### src/rtl/coin_pkg.sv
// Shared types and default parameters for the coin acceptor front end.
//   chan_state_t : per-channel sensor FSM state
//   *_DEF        : default values for DEBOUNCE_CYCLES, JAM_CYCLES and CNT_W
package coin_pkg;

  typedef enum logic [1:0] {
    LOW  = 2'b00,
    HIGH = 2'b01,
    JAM  = 2'b10
  } chan_state_t;

  localparam int DEBOUNCE_CYCLES_DEF = 16;
  localparam int JAM_CYCLES_DEF      = 1024;
  localparam int CNT_W_DEF           = 8;

endpackage

### src/rtl/coin_debounce.sv
// One coin-slot channel: 2-flop synchroniser, debounce counter, sensor FSM
// and jam timer.
//   clk, reset : system clock, async active-high reset
//   raw        : raw bouncy sensor, asynchronous to clk
//   rise_evt   : single-cycle event on a debounced LOW->HIGH transition
//   in_jam     : 1 while the channel FSM is in JAM
//
// state | meaning
// ------+---------------------------------------------------------------
// LOW   | debounced sensor low, waiting for a coin
// HIGH  | coin seen and reported once; jam timer running
// JAM   | sensor stuck high too long; silent until a debounced fall
module coin_debounce
  import coin_pkg::*;
#(
  parameter int DEBOUNCE_CYCLES = DEBOUNCE_CYCLES_DEF,
  parameter int JAM_CYCLES      = JAM_CYCLES_DEF
) (
  input  logic clk,
  input  logic reset,
  input  logic raw,
  output logic rise_evt,
  output logic in_jam
);

  localparam int DB_W  = $clog2(DEBOUNCE_CYCLES + 1);
  localparam int JAM_W = $clog2(JAM_CYCLES + 1);
  localparam logic [DB_W-1:0]  DB_LAST  = DB_W'(DEBOUNCE_CYCLES - 1);
  // The level is already one cycle high when HIGH is entered, and the
  // terminal-count cycle adds one more; loading N-2 makes the level high
  // for exactly JAM_CYCLES cycles before JAM is entered.
  localparam logic [JAM_W-1:0] JAM_LOAD = JAM_W'(JAM_CYCLES - 2);

  logic              sync1_q, sync1_d;
  logic              sync2_q, sync2_d;
  logic              level_q, level_d;
  logic [DB_W-1:0]   db_cnt_q, db_cnt_d;
  logic [JAM_W-1:0]  jam_tmr_q, jam_tmr_d;
  chan_state_t       state_q, state_d;

  always_comb begin
    sync1_d = raw;
    sync2_d = sync1_q;

    // Counter only survives while the sample disagrees with the level;
    // the DEBOUNCE_CYCLES-th consecutive disagreement flips the level.
    level_d  = level_q;
    db_cnt_d = '0;
    if (sync2_q != level_q) begin
      if (db_cnt_q == DB_LAST) begin
        level_d = sync2_q;
      end else begin
        db_cnt_d = db_cnt_q + DB_W'(1);
      end
    end

    state_d   = state_q;
    jam_tmr_d = jam_tmr_q;
    rise_evt  = 1'b0;
    case (state_q)
      LOW: begin
        if (level_q) begin
          state_d   = HIGH;
          rise_evt  = 1'b1;
          jam_tmr_d = JAM_LOAD;
        end
      end
      HIGH: begin
        if (!level_q) begin
          state_d = LOW;
        end else if (jam_tmr_q == '0) begin
          state_d = JAM;
        end else begin
          jam_tmr_d = jam_tmr_q - JAM_W'(1);
        end
      end
      JAM: begin
        if (!level_q) begin
          state_d = LOW;
        end
      end
      default: state_d = LOW;
    endcase
  end

  always_ff @(posedge clk or posedge reset) begin
    if (reset) begin
      sync1_q   <= 1'b0;
      sync2_q   <= 1'b0;
      level_q   <= 1'b0;
      db_cnt_q  <= '0;
      jam_tmr_q <= '0;
      state_q   <= LOW;
    end else begin
      sync1_q   <= sync1_d;
      sync2_q   <= sync2_d;
      level_q   <= level_d;
      db_cnt_q  <= db_cnt_d;
      jam_tmr_q <= jam_tmr_d;
      state_q   <= state_d;
    end
  end

  assign in_jam = (state_q == JAM);

endmodule

### src/rtl/coin_acceptor.sv
// Coin acceptor front end: two debounced sensor channels feeding event
// arbitration, registered credit/reject pulses and saturating tallies.
//   clk, reset             : system clock, async active-high reset
//   raw_coin_1, raw_coin_2 : raw slot sensors (async, bouncy)
//   accept_en              : 1 = credit coins, 0 = divert to return chute
//   coin_1, coin_2         : one-cycle credit pulses
//   reject                 : one-cycle pulse, coin diverted
//   jam                    : level, either channel jammed
//   count_1, count_2       : saturating accepted-coin tallies
module coin_acceptor
  import coin_pkg::*;
#(
  parameter int DEBOUNCE_CYCLES = DEBOUNCE_CYCLES_DEF,
  parameter int JAM_CYCLES      = JAM_CYCLES_DEF,
  parameter int CNT_W           = CNT_W_DEF
) (
  input  logic             clk,
  input  logic             reset,
  input  logic             raw_coin_1,
  input  logic             raw_coin_2,
  input  logic             accept_en,
  output logic             coin_1,
  output logic             coin_2,
  output logic             reject,
  output logic             jam,
  output logic [CNT_W-1:0] count_1,
  output logic [CNT_W-1:0] count_2
);

  logic rise_1, rise_2;
  logic in_jam_1, in_jam_2;

  coin_debounce #(
    .DEBOUNCE_CYCLES (DEBOUNCE_CYCLES),
    .JAM_CYCLES      (JAM_CYCLES)
  ) u_chan_1 (
    .clk      (clk),
    .reset    (reset),
    .raw      (raw_coin_1),
    .rise_evt (rise_1),
    .in_jam   (in_jam_1)
  );

  coin_debounce #(
    .DEBOUNCE_CYCLES (DEBOUNCE_CYCLES),
    .JAM_CYCLES      (JAM_CYCLES)
  ) u_chan_2 (
    .clk      (clk),
    .reset    (reset),
    .raw      (raw_coin_2),
    .rise_evt (rise_2),
    .in_jam   (in_jam_2)
  );

  logic             coin_1_q, coin_1_d;
  logic             coin_2_q, coin_2_d;
  logic             reject_q, reject_d;
  logic             jam_q, jam_d;
  logic [CNT_W-1:0] count_1_q, count_1_d;
  logic [CNT_W-1:0] count_2_q, count_2_d;

  always_comb begin
    coin_1_d  = 1'b0;
    coin_2_d  = 1'b0;
    reject_d  = 1'b0;
    count_1_d = count_1_q;
    count_2_d = count_2_q;
    jam_d     = in_jam_1 | in_jam_2;

    // Simultaneous inserts cannot be told apart, so both are refused.
    case ({rise_2, rise_1})
      2'b11: reject_d = 1'b1;
      2'b01: begin
        if (accept_en && !jam_q) begin
          coin_1_d = 1'b1;
          if (count_1_q != '1) count_1_d = count_1_q + CNT_W'(1);
        end else begin
          reject_d = 1'b1;
        end
      end
      2'b10: begin
        if (accept_en && !jam_q) begin
          coin_2_d = 1'b1;
          if (count_2_q != '1) count_2_d = count_2_q + CNT_W'(1);
        end else begin
          reject_d = 1'b1;
        end
      end
      default: ;
    endcase
  end

  always_ff @(posedge clk or posedge reset) begin
    if (reset) begin
      coin_1_q  <= 1'b0;
      coin_2_q  <= 1'b0;
      reject_q  <= 1'b0;
      jam_q     <= 1'b0;
      count_1_q <= '0;
      count_2_q <= '0;
    end else begin
      coin_1_q  <= coin_1_d;
      coin_2_q  <= coin_2_d;
      reject_q  <= reject_d;
      jam_q     <= jam_d;
      count_1_q <= count_1_d;
      count_2_q <= count_2_d;
    end
  end

  assign coin_1  = coin_1_q;
  assign coin_2  = coin_2_q;
  assign reject  = reject_q;
  assign jam     = jam_q;
  assign count_1 = count_1_q;
  assign count_2 = count_2_q;

endmodule

### config.mk
export PLATFORM = sky130hd
export DESIGN_NAME = coin_acceptor
export DESIGN_NICKNAME = d
export VERILOG_FILES = /design/src/rtl/coin_pkg.sv /design/src/rtl/coin_debounce.sv /design/src/rtl/coin_acceptor.sv
export SDC_FILE = /design/constraint.sdc
export NUM_CORES = 1
export LEC_CHECK = 0
export CAP_MARGIN = 30
export CORE_AREA = 2 2 76 78
export CTS_CLUSTER_DIAMETER = 30
export CTS_CLUSTER_SIZE = 12
export DETAILED_ROUTE_END_ITERATION = 6
export DIE_AREA = 0 0 78 80
export PLACE_DENSITY = 0.75
export SLEW_MARGIN = 20
export SYNTH_ARGS = -nofsm -noshare
export SYNTH_HDL_FRONTEND = slang
export SYNTH_SLANG_ARGS = --single-unit
### constraint.sdc
create_clock -name clk -period 4.7 [get_ports clk]
set_input_delay 0.94 -clock clk [delete_from_list [all_inputs] [get_ports clk]]
set_output_delay 0.94 -clock clk [all_outputs]
set_load 0.05 [all_outputs]
### After elaboration in Yosys (flattened, before gate mapping)

Cells that the tools add are included.

* input port bits: 5
* register bits after elaboration: 62
* logic and storage cells: 96

* muxes and demuxes: 31
* $add $sub $neg: 6
* equality and inequality tests: 23
* bitwise operators: 1
* reduce and logical (&&, ||, !) cells: 17

Operator list (count)
* $mux 11: 6
* $pmux 11 s2: 2
* $logic_not 11->1: 2
* $sub 11x1->11 const B: 2
* $mux 5: 4
* $add 8x1->8 const B: 2
* $mux 2: 8
* $ne 8x8->1 const B: 2
* $pmux 2 s3: 2
* $reduce_and 3->1: 4
* $add 5x1->5 const B: 2
* $eq 5x4->1 const B: 2
* $eq 2x2->1 const B: 4
* $mux 1: 8
* $ne 2x1->1 const B: 4
* $ne 2x2->1 const B: 4
* $reduce_and 4->1: 2
* $eq 2x1->1 const B: 3
* $ne 3x3->1 const B: 2
* $logic_not 2->1: 2
* $reduce_and 2->1: 2
* $reduce_bool 2->1: 2
* $ne 1x1->1: 2
* $pmux 1 s2: 1
* other kinds (4): 4

### Depth between registers and ports, before layout

* word-level depth: 5
* mapped depth: 9
* depth with buffers taken out: 8

### Cells and area by module

From an unflattened synthesis, not the netlist that was laid out.

* cells, all modules: 272
* area total of the unflattened synthesis: 3045.4 um^2

By module, submodules not included
* coin_debounce: times used 2, cells each 89, area an instance 1009.7 um^2
* coin_acceptor: times used 1, cells each 94, area an instance 1026.0 um^2

### Least setup slack after synthesis

OpenSTA, ideal clock, no wires.

* kind: reg-to-reg
* start: reg u_chan_2.level_q
* end: reg count_2_q[1], in the netlist count_2[1]
* slack: 2.499 ns
* stages on the path, launching flop included: 8
* data arrival time: 2.076 ns
* path buffers: 0
* required time: 4.575 ns
* clock period less this slack: 2.201 ns
* library setup time: 0.125 ns
* cell sequence: dfrtp_1 -> nor2b_1 -> nand2_1 -> inv_1 -> ha_1 -> and3b_1 -> a21boi_1 -> mux2_2

* word-level cells in the longest chain between the ends: 4

RTL lines
* from (decl): line coin_debounce.sv:36 `logic level_q, level_d;`
* from (signal assigned): line coin_debounce.sv:97 `level_q <= level_d;`
* $mux 1: line coin_debounce.sv:62 `if (level_q) begin`
* $mux 1: line coin_debounce.sv:60 `case (state_q)`
* $eq 2x2->1: line coin_acceptor.sv:71 `case ({rise_2, rise_1})`
* $reduce_and 3->1 (no source line)
* to (signal assigned): line coin_acceptor.sv:107 `count_2_q <= count_2_d;`
* to (decl): line coin_acceptor.sv:60 `logic [CNT_W-1:0] count_2_q, count_2_d;`

Every way passes these cells.
A chain may end at the register's enable or synchronous reset.

### Worst setup path after layout

Ends and elaborated chain as after synthesis.

==> flow_metrics.py <==
metrics = {
    "power": {
        "combPwrFrac": 0.058,
        "p_seq_frac": 0.521,
        "p_leak_nw": 1.67,
        "power_density_nw_per_um2": 311,
        "p_sw_frac": 0.230,
        "p_int_uw": 822,
        "power.net_switching_uw": 246,
        "power.share.clock": 0.421,
        "ir_drop_mv": 0.222,
    },
    "clocking": {
        "clock_sinks": 62,
        "ctsResizeCount": 0,
        "htreeDepth": 3,
        "clkSlewWorstSetupHoldPaths_ps": 70,
        "cts_tree": "yes",
        "holdBufCountCts": 0,
        "worstSkewPairLatency_ps": 340,
        "clockBufferDepth": 2,
        "postCtsSetupBuffers": 0,
        "cts_made_buffers": 9,
        "ctsRootBufferMaster": "clkbuf_8",
    },
    "die": {
        "die_h_um": 80,
        "core_um2": 5410,
        "rows": 27,
        "start_util": 0.538,
        "die_w_um": 78,
        "die-area_um2": 6240,
        "io_pins": 25,
    },
    "critical_path": {
        "setup.worst_path.end_class": "register",
        "path_max_fanout": 9,
        "critPathArrivalTime_ps": 2870,
        "critPathKind": "reg2reg",
        "cp_slowest_cell": "a21boi_1",
        "crit_chain": "nor2b_1, nand2_1, inv_1, ha_1, and3b_1, a21boi_1, mux2_2",
        "cp-start-kind": "register",
        "cpPeakStageDelay_ps": 510,
        "cp_data_required_time_ps": 4920,
    },
    "finish": {
        "final_common_cell": "dfrtp_1",
        "layout_common_cells": "dfrtp_1 (62), clkdlybuf4s50_1 (24), nor2_1 (20)",
        "drive_gt1_frac": 0.0945,
        "antennaDiodeCount": 0,
        "utilization": 0.636,
        "fillerInstances": 441,
        "nNetsFinal": 318,
        "synthToLayoutAreaGrowth_pct": 18.1,
    },
    "yosys": {
        "yosys_warnings": 0,
        "synth_cell_types": 46,
        "netlist.top_cell.by_area": "dfrtp_1",
        "syn_nets": 284,
        "synth-main-ff-cell": "dfrtp_1",
        "async_flop_share": 1.00,
        "ys_ff_latch": 62,
        "syn_area_um2": 2910,
        "ys_seq_area_frac": 0.533,
        "synth.area.top_cells": "dfrtp_1 (53%), ha_1 (4.3%), xnor2_1 (3.6%)",
        "postSynthCellCount": 269,
        "synth_top_cell_area_share": 0.533,
        "synth_edf_count": 0,
        "avgSynthCellArea_um2": 10.8,
    },
    "timing": {
        "report.final.slew_viol_count": 0,
        "rsz0062_at_grt": "no",
        "worst_pin_slew_ps": 585,
        "max_freq_ghz": 0.378,
        "finalWorstSetupSlack_ps": 2050,
        "max-slew-margin-rel": 0.609,
        "setup_violations": 0,
        "period_minus_slack_ps": 2650,
        "period_share": 0.563,
        "finClkSkew_ps": 7.30,
        "hold_viol": 0,
        "fin_setup_tns_ps": 0,
    },
    "routing": {
        "avgViaCountPerCell": 5.73,
        "drcViolationCount": 0,
        "ant_nets": 0,
        "wl_um": 5340,
        "routedWlPerCell_um": 14.1,
        "firstDrtPassIters": 4,
        "vias": 2173,
        "drt_iter0_drc": 129,
    },
    "global_routing": {
        "grt_pass1_vias": 2090,
        "grt_antenna_before_repair": 0,
        "grt_max_degree": 46,
        "grt_overflow": 0,
        "grt_pass1_wl_um": 9390,
        "grt.total_usage": 0.196,
    },
    "placement": {
        "dpl.hpwl_um": 3630,
        "port_buffers": 24,
        "place_ws_ps": 2070,
        "gp_congestion": 0.825,
    },
    "min_path": {
        "hold_path.class": "reg2reg",
    },
    "status": {
        "status": "finished, final reports clean",
    },
    "flow_run": {
        "cap_violations": 0,
    },
}
[layer usage]
metal / GRT usage / up-vias / wire length [um]
met5: 0 / - / 0
met4: 0.126 / 0 / 119
met3: 0.0498 / 13 / 190
met2: 0.299 / 39 / 2630
met1: 0.249 / 1084 / 2400
li1: - / 1037 / -
[logic make-up after synthesis]
logic type	count (synthesis)	share of synthesized area
compound gates	41	0.0895
flops	62	0.533
mux	4	0.0155
simple gates	114	0.229
fa+ha+maj	10	0.0430
xor+xnor	22	0.0662
buf+inv	16	0.0232
[sequential cells by signal, summed over array words and instances, names as in the netlist, 2 cells and up]
name / cells
u_chan_1.jam_tmr_q: 11
u_chan_2.jam_tmr_q: 11
u_chan_2.db_cnt_q: 5
count_1: 8
u_chan_1.db_cnt_q: 5
u_chan_1.state_q: 2
count_2: 8
u_chan_2.state_q: 2
[power by group through the flow]
stage,Combinational (mW),Sequential (mW),Clock (mW)
final,0.0617,0.556,0.450
after global routing,0.0711,0.558,0.485
after CTS,0.0609,0.556,0.459
after detailed placement,0.0597,0.566,0
after global placement,0.0582,0.565,0
after floorplan,0.0445,0.564,0
[per-stage QoR]
stage          hold WS (ps)  instances  power [mW]  instance area [um^2]
2_1_floorplan           331        269       0.608                  2910
3_3_place_gp            334        363       0.624                  3230
3_5_place_dp            344        363       0.626                  3230
4_1_cts                 359        378        1.08                  3420
5_1_grt                 366        379        1.11                  3440
6_report                356        379        1.07                  3440
[area by class of cell]
type	count	area [um^2]	area share
clock inverters	5	50.0	0.0146
inverters	13	48.8	0.0142
well taps	72	90.1	0.0262
repair buffers	26	268	0.0779
clock buffers	10	138	0.0401
flip-flops and latches	62	1550	0.452
multi-input cells	191	1290	0.375
[path summary, 6_finish.rpt]
kind	depth (start not counted)	slack [ps]	to	start
max reg2reg	7	2050	count_2[1]	u_chan_2.level_q
max in group asynchronous	4	3090	count_2[3]	reset
min reg2reg	0	360	u_chan_1.sync2_q	u_chan_1.sync1_q
max	7	2050	count_2[1]	u_chan_2.level_q
min in group asynchronous	2	860	u_chan_1.db_cnt_q[0]	reset
min	0	360	u_chan_1.sync2_q	u_chan_1.sync1_q
[worst max-delay path, delay by kind of cell (launching register included)]
| family | cells | cell delay, ps |
|---|---|---|
| compound gates | 1 | 510 |
| flops | 1 | 420 |
| simple gates | 3 | 800 |
| fa+ha+maj | 1 | 180 |
| mux | 1 | 400 |
| buf+inv | 1 | 230 |
[cell usage after synthesis (all sizes together), types with 6 or more instances]
| library cell | number |
|---|---|
| a21oi | 8 |
| and2 | 6 |
| and3 | 9 |
| dfrtp | 62 |
| ha | 10 |
| inv | 12 |
| nand2 | 13 |
| nand3 | 15 |
| nand4 | 7 |
| nor2 | 20 |
| nor3 | 7 |
| nor4 | 6 |
| o21ai | 14 |
| or3 | 6 |
| or4 | 6 |
| xnor2 | 12 |
| xor2 | 10 |
Power figures use the tool's default switching activity.
